`src/rtl/regex_stim_tx.sv`:
```
// Symbol-stream transmitter for the sequential regex recognizer: streams a packed
// 2-bit symbol string, holds the recognizer in reset between strings, and reports verdicts.
module regex_stim_tx #(
    parameter int MAX_LEN = 16,
    parameter int LEN_W   = 5,
    parameter int TIMEOUT = 8,
    parameter int CNT_W   = 16
) (
    input  logic                 clk,
    input  logic                 res,
    input  logic                 start,
    input  logic [2*MAX_LEN-1:0] str_in,
    input  logic [LEN_W-1:0]     len_in,
    output logic                 busy,
    output logic                 rx_res_n,
    output logic [1:0]           symbol_out,
    output logic                 last_symbol,
    output logic                 sym_valid,
    input  logic                 done_in,
    input  logic                 result_in,
    output logic                 match,
    output logic                 match_valid,
    output logic                 err,
    output logic [CNT_W-1:0]     tx_count,
    output logic [CNT_W-1:0]     pass_count,
    output logic [CNT_W-1:0]     err_count
);

    localparam int TOUT_W = $clog2(TIMEOUT + 1);

    typedef enum logic [1:0] {
        ST_IDLE   = 2'd0,
        ST_STREAM = 2'd1,
        ST_WAIT   = 2'd2
    } state_t;

    function automatic logic [1:0] sym_at(input logic [2*MAX_LEN-1:0] s,
                                          input logic [LEN_W-1:0]     i);
        logic [2*MAX_LEN-1:0] sh;
        sh = s >> {i, 1'b0};
        return sh[1:0];
    endfunction

    state_t               state_r, state_s;
    logic [2*MAX_LEN-1:0] str_r, str_s;
    logic [LEN_W-1:0]     len_r, len_s;
    logic [LEN_W-1:0]     idx_r, idx_s;
    logic [TOUT_W-1:0]    tout_r, tout_s;
    logic                 busy_r, busy_s;
    logic                 rx_res_n_r, rx_res_n_s;
    logic [1:0]           symbol_r, symbol_s;
    logic                 last_r, last_s;
    logic                 sym_valid_r, sym_valid_s;
    logic                 match_r, match_s;
    logic                 match_valid_r, match_valid_s;
    logic                 err_r, err_s;
    logic [CNT_W-1:0]     tx_cnt_r, tx_cnt_s;
    logic [CNT_W-1:0]     pass_cnt_r, pass_cnt_s;
    logic [CNT_W-1:0]     err_cnt_r, err_cnt_s;
    logic                 len_ok_s;
    logic [LEN_W-1:0]     idx_next_s;
    logic [LEN_W-1:0]     len_last_s;

    // Next-state and next-output computation for every registered signal.
    always_comb begin
        state_s       = state_r;
        str_s         = str_r;
        len_s         = len_r;
        idx_s         = idx_r;
        tout_s        = tout_r;
        busy_s        = busy_r;
        rx_res_n_s    = rx_res_n_r;
        symbol_s      = symbol_r;
        last_s        = last_r;
        sym_valid_s   = sym_valid_r;
        match_s       = match_r;
        match_valid_s = 1'b0;
        err_s         = 1'b0;
        tx_cnt_s      = tx_cnt_r;
        pass_cnt_s    = pass_cnt_r;
        err_cnt_s     = err_cnt_r;
        len_ok_s      = (len_in != {LEN_W{1'b0}}) && (len_in <= LEN_W'(MAX_LEN));
        idx_next_s    = idx_r + LEN_W'(1);
        len_last_s    = len_r - LEN_W'(1);

        case (state_r)
            ST_IDLE: begin
                rx_res_n_s  = 1'b0;
                sym_valid_s = 1'b0;
                symbol_s    = 2'b00;
                last_s      = 1'b0;
                busy_s      = 1'b0;
                if (start) begin
                    if (len_ok_s) begin
                        state_s     = ST_STREAM;
                        str_s       = str_in;
                        len_s       = len_in;
                        idx_s       = {LEN_W{1'b0}};
                        tx_cnt_s    = tx_cnt_r + CNT_W'(1);
                        busy_s      = 1'b1;
                        rx_res_n_s  = 1'b1;
                        symbol_s    = str_in[1:0];
                        sym_valid_s = 1'b1;
                        last_s      = (len_in == LEN_W'(1));
                    end else begin
                        err_s     = 1'b1;
                        err_cnt_s = err_cnt_r + CNT_W'(1);
                    end
                end else begin
                    state_s = ST_IDLE;
                end
            end
            ST_STREAM: begin
                // idx_r is the index of the symbol currently on symbol_out
                if (idx_r == len_last_s) begin
                    state_s     = ST_WAIT;
                    symbol_s    = 2'b00;
                    sym_valid_s = 1'b0;
                    last_s      = 1'b0;
                    tout_s      = {TOUT_W{1'b0}};
                end else begin
                    idx_s    = idx_next_s;
                    symbol_s = sym_at(str_r, idx_next_s);
                    last_s   = (idx_next_s == len_last_s);
                end
            end
            ST_WAIT: begin
                if (done_in) begin
                    state_s       = ST_IDLE;
                    match_s       = result_in;
                    match_valid_s = 1'b1;
                    pass_cnt_s    = result_in ? pass_cnt_r + CNT_W'(1) : pass_cnt_r;
                    rx_res_n_s    = 1'b0;
                    busy_s        = 1'b0;
                end else if (tout_r == TOUT_W'(TIMEOUT - 1)) begin
                    state_s    = ST_IDLE;
                    match_s    = 1'b0;
                    err_s      = 1'b1;
                    err_cnt_s  = err_cnt_r + CNT_W'(1);
                    rx_res_n_s = 1'b0;
                    busy_s     = 1'b0;
                end else begin
                    tout_s = tout_r + TOUT_W'(1);
                end
            end
            default: begin
                state_s     = ST_IDLE;
                busy_s      = 1'b0;
                rx_res_n_s  = 1'b0;
                sym_valid_s = 1'b0;
                symbol_s    = 2'b00;
                last_s      = 1'b0;
            end
        endcase
    end

    // State and output registers with asynchronous reset.
    always_ff @(posedge clk or posedge res) begin
        if (res) begin
            state_r       <= ST_IDLE;
            str_r         <= {(2*MAX_LEN){1'b0}};
            len_r         <= {LEN_W{1'b0}};
            idx_r         <= {LEN_W{1'b0}};
            tout_r        <= {TOUT_W{1'b0}};
            busy_r        <= 1'b0;
            rx_res_n_r    <= 1'b0;
            symbol_r      <= 2'b00;
            last_r        <= 1'b0;
            sym_valid_r   <= 1'b0;
            match_r       <= 1'b0;
            match_valid_r <= 1'b0;
            err_r         <= 1'b0;
            tx_cnt_r      <= {CNT_W{1'b0}};
            pass_cnt_r    <= {CNT_W{1'b0}};
            err_cnt_r     <= {CNT_W{1'b0}};
        end else begin
            state_r       <= state_s;
            str_r         <= str_s;
            len_r         <= len_s;
            idx_r         <= idx_s;
            tout_r        <= tout_s;
            busy_r        <= busy_s;
            rx_res_n_r    <= rx_res_n_s;
            symbol_r      <= symbol_s;
            last_r        <= last_s;
            sym_valid_r   <= sym_valid_s;
            match_r       <= match_s;
            match_valid_r <= match_valid_s;
            err_r         <= err_s;
            tx_cnt_r      <= tx_cnt_s;
            pass_cnt_r    <= pass_cnt_s;
            err_cnt_r     <= err_cnt_s;
        end
    end

    assign busy        = busy_r;
    assign rx_res_n    = rx_res_n_r;
    assign symbol_out  = symbol_r;
    assign last_symbol = last_r;
    assign sym_valid   = sym_valid_r;
    assign match       = match_r;
    assign match_valid = match_valid_r;
    assign err         = err_r;
    assign tx_count    = tx_cnt_r;
    assign pass_count  = pass_cnt_r;
    assign err_count   = err_cnt_r;

endmodule
```
`config.mk`:
```
export PLATFORM = sky130hd
export DESIGN_NAME = regex_stim_tx
export DESIGN_NICKNAME = d
export VERILOG_FILES = /design/src/rtl/regex_stim_tx.sv
export SDC_FILE = /design/constraint.sdc
export NUM_CORES = 1
export LEC_CHECK = 0
export CAP_MARGIN = 20
export CORE_MARGIN = 4
export CORE_UTILIZATION = 35
export DETAILED_ROUTE_END_ITERATION = 8
export HOLD_SLACK_MARGIN = 0.03
export PLACE_DENSITY_LB_ADDON = 0.15
export SYNTH_ARGS = -nofsm -noshare
export SYNTH_HDL_FRONTEND = slang
export SYNTH_SLANG_ARGS = --single-unit
```
`constraint.sdc`:
```
create_clock -name clk -period 7.24 [get_ports clk]
set_input_delay 2.172 -clock clk [delete_from_list [all_inputs] [get_ports clk]]
set_output_delay 2.172 -clock clk [all_outputs]
set_load 0.02 [all_outputs]
```
Word-level counts from Yosys, hierarchy flattened
Cells that the tools add are included.

Bitwise gates (word level): 2. Add/sub/neg operators: 6. Shift operators: 1. Reduce and logical (&&, ||, !) cells: 16. Magnitude comparators: 1. Equal/unequal tests: 16. Muxes and demuxes: 42.

Operator list (count): $mux 16 (4); $add 16x1->16 const B (3); $pmux 16 s2 (1); $shr 32x6->2 (1); $mux 2 (8); $ne 2x2->1 const B (8); $mux 1 (15); $mux 5 (3); $mux 4 (3); $pmux 2 s3 (2); $eq 5x5->1 (2); $pmux 5 s2 (1); $pmux 1 s3 (3); $reduce_and 3->1 (3); $pmux 4 s2 (1); $reduce_and 4->1 (2); $reduce_bool 2->1 (4); $ne 3x3->1 const B (2); $reduce_and 2->1 (3); $add 5x1->5 const B (1); $eq 5x1->1 const B (1); $le 5x5->1 const B (1); $reduce_and 5->1 (1); $reduce_bool 5->1 (1); other kinds (9) (10).

Register bits after elaboration: 104. Word-level logic and storage cells: 99. Output and inout port bits: 57. Input bits: 42.

Logic depth before layout (Yosys ltp)
Gate-level depths: netlist of run 1.

Depth in word-level cells: 5. Gate-level depth with buffers: 8.

Worst setup path before layout of run 1
OpenSTA, ideal clock, no wires.

Kind: input to register. Start: input len_in[0]. End: register tx_cnt_r[12], in the netlist tx_count[12]. Arrival: 3.545 ns. Buffers on the path: 1. Stages on the path: 6. Slack: 3.564 ns. Data required time: 7.109 ns. Setup time: 0.131 ns. Cell sequence: nor4_4 > mux2_2 > and3_1 > clkbuf_1 > and3_1 > xor2_1.

Cells in the longest elaborated chain, start to end: 3.

Ends and longest elaborated chain: start: declaration (RTL line 13) `input logic [LEN_W-1:0] len_in,`; $le 5x5->1 or $reduce_bool 5->1 (tied branches) (RTL line 82) `len_ok_s = (len_in != {LEN_W{1'b0}}) && (len_in <= LEN_W'(MAX_LEN));`; $logic_and 1x1->1 * (RTL line 82); $reduce_and 3->1 (no line) *; end signal: assignment (RTL line 173) `tx_cnt_r <= {CNT_W{1'b0}};`; end signal: assignment (RTL line 190) `tx_cnt_r <= tx_cnt_s;`; end: declaration (RTL line 57) `logic [CNT_W-1:0] tx_cnt_r, tx_cnt_s;`.

Every way passes the cells marked *; elsewhere a longest branch is shown, timed or not. A chain may end at the register's enable or synchronous reset.

Worst setup path after layout of run 1
Start: input len_in[0]. End: register tx_cnt_r[15], in the netlist tx_count[15].

The elaborated chain is that of the path after synthesis.

==> qor.txt, run 1 <==
syn nets: 508
clock-pin slew on the worst setup and hold paths: 0.07 ns
slowest CP cell: mux2_2
sw power: 780 uW
Die Span X: 126 um
share of layout cells above drive strength 1: 6.09%
FF-to-FF Start: idx_r[0]
Pleak: 2.83 nW
Filler cells: 1266
status: completed
synthesized cell area: 0.00485 mm^2
vias in the first global route: 3678
Via density: 4.83
register area share after synthesis: 53.6%
DIE HEIGHT: 126 um
post-CTS setup repair buffer count: 0
critical path's top delay family: simple AND/OR/NAND/NOR gates
top_reg_cell synth: dfrtp_1
largest net degree at the start of global routing: 70
Pwr Total: 2.22 mW
root buffer cell: clkbuf_16
drt first pass iters: 4
Fin. Hold Viols: 0
Cell Chain, Critical Path: clkdlybuf4s50_1 -> nor4_4 -> mux2_2 -> and4_1 -> nand4_1 -> xnor2_1
total core area: 0.0134 mm^2
grt ovf: 0
Crit Path Class: primary input to register
Critical Path RT: 7.48 ns
total track usage: 14.2%
clk buf depth: 2
worst stage delay on the critical path: 0.78 ns
Ant. Diodes: 0
wire per inst: 14.6 um
Final min period: 4.45 ns
CTS tree: done
Seq pwr share: 41.1%
combinational power share: 36.2%
H-Tree Depth: 3
Post-synth EDFFs: 0
Total Neg Setup Slack: 0 ns
R2R Setup Slk: 4.58 ns
WHS Path Cells: 1
CTS sink count: 104
worst r2r path cells: 5
post-synthesis cell count: 460
Clk pwr share: 22.7%
synth warn: 0
final setup fails: 0
ys async rst share: 100%
DP Wirelength: 7560 um
Worst Tran Pin Value: 0.865 ns
die area: 0.0158 mm^2
hold path start: err_count[15]
Slew HR: 42.3%
RSZ-0062 raised after global routing: no
Pint: 1.44 mW
#FFs+latches synth: 104
CTS Buf Count: 9
Sw Ratio: 35.0%
Pwr Density: 354 mW/mm^2
antenna violations before repair: 0
DRT iter0 DRCs: 183
Post-DRT Antenna Nets: 0
Max IR drop VDD: 0.153 mV
Slew Limit Fails: 0
Max Cap Viol: 0
Max Fclk: 225 MHz
Post-CTS Resized: 0
crit path buf inv count: 1
Crit path arrival time: 4.69 ns
first-pass GRT wire length: 18300 um
Syn Area/Cell: 10.5 um^2
RR Endpoint: symbol_out[1]
vias: 3546
IO Count: 99
GPL Wtd Cong: 0.787
WHS Endpoint: err_count[15]
Clock Skews: 0.00638 ns
Starting Density: 36.2%
Max FO, Critical Path: 45
Tcrit/Tclk final: 61.5%
Startpoint Class: primary input
Layout area overhead: 29.7%
clock latency on the worst-skew pair: 0.35 ns
Worst Setup End Kind: register
Hold/Removal Path Class: register to register
fin nets: 601
final wirelength: 10700 um
hold bufs inserted after CTS: 0
drt drc: 0
port bufs: 98
Hold Worst Slack: 0.462 ns
row cnt: 42
Distinct cells, synth: 47
[per-layer routing]
metal / GRT usage [%] / routed length [um] / vias up
met1: 19.4 / 5150 / 1722
met2: 22.0 / 4850 / 74
met5: 0 / 0 / -
met4: 4.72 / 153 / 0
met3: 3.98 / 535 / 11
li1: - / - / 1739
[through the flow]
stage               instances  setup slack, ns  util [%]  instance area (um^2)
global placement          718             2.43      44.6                  5980
floorplan                 460             2.34         -                  4850
global route              734             2.56      46.9                  6290
detailed placement        718             2.39      44.6                  5980
finish                    734             2.79      46.9                  6290
CTS                       734             2.76      46.9                  6290
[how the worst max path moves through the flow]
stage	slack (ns)	to	cells after the start	from
final	2.79	tx_count[15]	6	len_in[0]
after global routing	2.56	tx_count[15]	6	len_in[0]
after CTS	2.76	tx_count[15]	6	len_in[0]
after detailed placement	2.39	tx_count[15]	6	len_in[0]
after global placement	2.43	tx_count[15]	6	len_in[0]
after floorplan	2.34	err	1	res
[worst reg2reg max path, cell delays in order, from the launching register on]
cell and delay [ns]:
dfrtp_1 0.64, ha_1 0.75, mux4_2 0.59, mux2_2 0.27
o21ai_0 0.13, o311ai_0 0.12
[registers in the layout (all words and copies together) (netlist names)]
| register | count |
|---|---|
| str_r | 32 |
| symbol_out | 2 |
| rx_res_n | 1 |
| pass_count | 16 |
| match | 1 |
| sym_valid | 1 |
| len_r | 5 |
| tx_count | 16 |
| idx_r | 5 |
| match_valid | 1 |
| tout_r | 4 |
| state_r | 2 |
| err_count | 16 |
| err | 1 |
| last_symbol | 1 |
[area by class of cell]
type / instances / area [um^2] / share of cell area [%]
flip-flops and latches: 104 / 2600 / 41.4
clock inverters: 4 / 52.6 / 0.835
multi-input cells: 329 / 2130 / 33.8
clock buffers: 12 / 256 / 4.08
inverters: 9 / 36.3 / 0.577
repair buffers: 100 / 996 / 15.8
well taps: 176 / 220 / 3.50
[placed cells by master, fill, tap and decap left out, types with 5 or more instances in the layout]
cell | synthesis | routed
clkbuf_16 | 0 | 9
o21ai_0 | 12 | 12
inv_1 | 9 | 8
clkdlybuf4s50_1 | 0 | 98
xor2_1 | 22 | 22
and4_1 | 5 | 5
nor2_1 | 7 | 7
and3_1 | 7 | 7
dfrtp_1 | 104 | 104
mux4_2 | 8 | 8
ha_1 | 6 | 6
nand2_1 | 137 | 137
nor3_1 | 6 | 6
nand3_1 | 18 | 18
xnor2_1 | 38 | 38
nand4_1 | 12 | 12
[Yosys cell counts (all sizes together) (5+ instances only)]
cell type | number | share of area (%)
nand2 | 137 | 11
dfrtp | 104 | 54
xnor2 | 38 | 6.9
xor2 | 22 | 4.0
nand3 | 18 | 1.9
nand4 | 12 | 1.5
o21ai | 12 | 1.2
clkbuf | 10 | 0.83
inv | 9 | 0.70
buf | 8 | 0.98
mux4 | 8 | 3.7
and3 | 7 | 0.90
nor2 | 7 | 0.54
ha | 6 | 1.5
nor3 | 6 | 0.62
and4 | 5 | 0.90
[kinds of logic (layout without fill, tap and decap cells)]
logic type,after synthesis,in the layout,share of synthesized area [%]
fa+ha+maj,6,6,1.55
buf+inv,27,125,2.50
xor+xnor,62,62,11.8
simple gates,220,220,21.5
mux,16,16,5.47
compound gates,25,25,3.53
flops,104,104,53.6
[power groups by stage]
stage	registers [mW]	clock network, mW	logic [mW]
6_report	0.915	0.505	0.804
5_1_grt	0.945	0.548	0.897
4_1_cts	0.916	0.521	0.820
3_5_place_dp	0.924	0	0.817
3_3_place_gp	0.921	0	0.807
2_1_floorplan	0.921	0	0.548
(Power assumes the default switching activity.)
==> run 2: changes to the inputs <==
==> constraint.sdc (replaced) <==
create_clock -name clk -period 4.2 [get_ports clk]
set_input_delay 1.26 -clock clk [delete_from_list [all_inputs] [get_ports clk]]
set_output_delay 1.26 -clock clk [all_outputs]
set_load 0.02 [all_outputs]
==> run 2 against run 1 <==
  * Total power is 69% higher
  * Sequential share of layout area is 0.058 points higher
  * Register-to-register slack worse by 3.1 ns
  * Global-route usage is 0.41 points lower
  * First-iteration DRC count is 28% lower
  * Non-clock buffer count is 2 higher
  * Critical path depth is 1 higher
  * Cell area is 0.14% lower
  * Utilization is 0.065 points lower
  * Critical endpoint is now err_count[6]
  * Largest power group unchanged
  * Highest routed layer unchanged
==> qor.txt, run 2 (synthesis results as in run 1) <==
DRT iter0 DRCs: 131
Pwr Total: 3.77 mW
first-pass GRT wire length: 17800 um
Startpoint Class: primary input
Worst Setup End Kind: register
crit path buf inv count: 2
Hold Worst Slack: 0.469 ns
Cells after DPL: 720
RSZ-0062 raised after global routing: no
antenna violations before repair: 0
Critical Path RT: 4.47 ns
drt first pass iters: 4
Worst Tran Pin Value: 0.749 ns
CTS tree: done
Layout area overhead: 29.5%
Total Neg Setup Slack: 0 ns
root buffer cell: clkbuf_16
H-Tree Depth: 3
IO Count: 99
most frequent cells in the layout: 137 x nand2_1, 104 x dfrtp_1, 98 x clkdlybuf4s50_1
fin nets: 603
Post-CTS Resized: 0
Finished Layout Cells: 734
final setup fails: 0
Slew Limit Fails: 0
GPL Wtd Cong: 0.818
Max IR drop VDD: 0.308 mV
Clock Skews: 0.00877 ns
grt ovf: 0
worst stage delay on the critical path: 0.53 ns
Via density: 4.82
port bufs: 98
post-CTS setup repair buffer count: 0
drt drc: 0
vias in the first global route: 3558
Post-DRT Antenna Nets: 0
Ant. Diodes: 0
CTS Buf Count: 9
Crit Path Class: primary input to register
DIE HEIGHT: 126 um
Max Cap Viol: 0
CTS sink count: 104
final wirelength: 10700 um
Hold/Removal Path Class: register to register
Max Fclk: 321 MHz
fin util: 46.9%
row cnt: 42
CP dominant cell by count: xnor2_1
total track usage: 13.8%
most flop-heavy register: str_r
Post-DP Area: 0.00601 mm^2
clk buf depth: 2
Die Span X: 126 um
vias: 3537
Largest register FFs: 32
setup ws final: 1.08 ns
clock-pin slew on the worst setup and hold paths: 0.07 ns
Final min period: 3.12 ns
critical path's top delay family: buffers and inverters
Final Cell Area: 0.00628 mm^2
total core area: 0.0134 mm^2
status: completed
die area: 0.0158 mm^2
Starting Density: 36.2%
clock latency on the worst-skew pair: 0.34 ns
wire per inst: 14.6 um
hold bufs inserted after CTS: 0
Slew HR: 50.1%
Pleak: 2.83 nW
most common cell after layout, fill and taps aside: nand2_1
largest net degree at the start of global routing: 59
Tcrit/Tclk final: 74.2%
Fin. Hold Viols: 0
share of layout cells above drive strength 1: 6.09%
DP Wirelength: 7730 um
slowest CP cell: o32a_1
Crit path arrival time: 3.39 ns
Max FO, Critical Path: 13
worst slack, placed: 0.745 ns
Pwr Density: 600 mW/mm^2
Cell Chain, Critical Path: clkdlybuf4s50_1 -> nor4_4 -> xnor2_1 -> o32a_1 -> inv_1 -> nand4_1 -> xnor2_1
-- run 2: changes by cell type in the layout (fill, tap and decap cells not counted), sizes merged --
| cell | change |
|---|---|
| buf | +2 |
| clkinv | +1 |
| bufinv | -1 |
| clkinvlp | -2 |
-- run 2: path summary, 6_finish.rpt --
check / start / endpoint / slack, ns / cells after the start
setup / recovery: len_in[0] / err_count[6] / 1.08 / 7
hold / removal: err_count[15] / err_count[15] / 0.47 / 1
setup reg to reg: idx_r[0] / symbol_out[0] / 1.52 / 5
hold reg to reg: err_count[15] / err_count[15] / 0.47 / 1
max in group asynchronous: res / str_r[2] / 2.09 / 3
min in group asynchronous: res / pass_count[15] / 1.41 / 2
-- run 2: report_power, final --
part | leakage [nW] | internal (mW) | total, mW | switching [mW]
registers | 1.34 | 1.30 | 1.58 | 0.281
clock network | 0.131 | 0.429 | 0.784 | 0.354
logic | 1.36 | 0.707 | 1.41 | 0.700
total | 2.83 | 2.43 | 3.77 | 1.34
-- run 2: final cells by class --
type                       instances  area [um^2]
clock inverter                     2         16.3
fill                            1257         7120
timing repair buffer             102         1020
clock buffer                      12          256
inverter                           9         36.3
multi-input combinational        329         2130
tap                              176          220
sequential                       104         2600
-- run 2: worst register-to-register path: stages, from the launching register on --
cell	delay (ns)
dfrtp_1	0.64
ha_1	0.76
mux4_2	0.56
mux2_2	0.27
o21ai_0	0.17
o311ai_0	0.13
-- run 2: layer usage --
metal	track usage [%]	share of wire, %	wire length, um	vias up
met4	5.93	1.9	202	0
met3	2.50	3.9	422	12
met2	20.9	45	4770	71
met5	0	0	0	-
li1	-	-	-	1735
met1	19.5	50	5300	1719
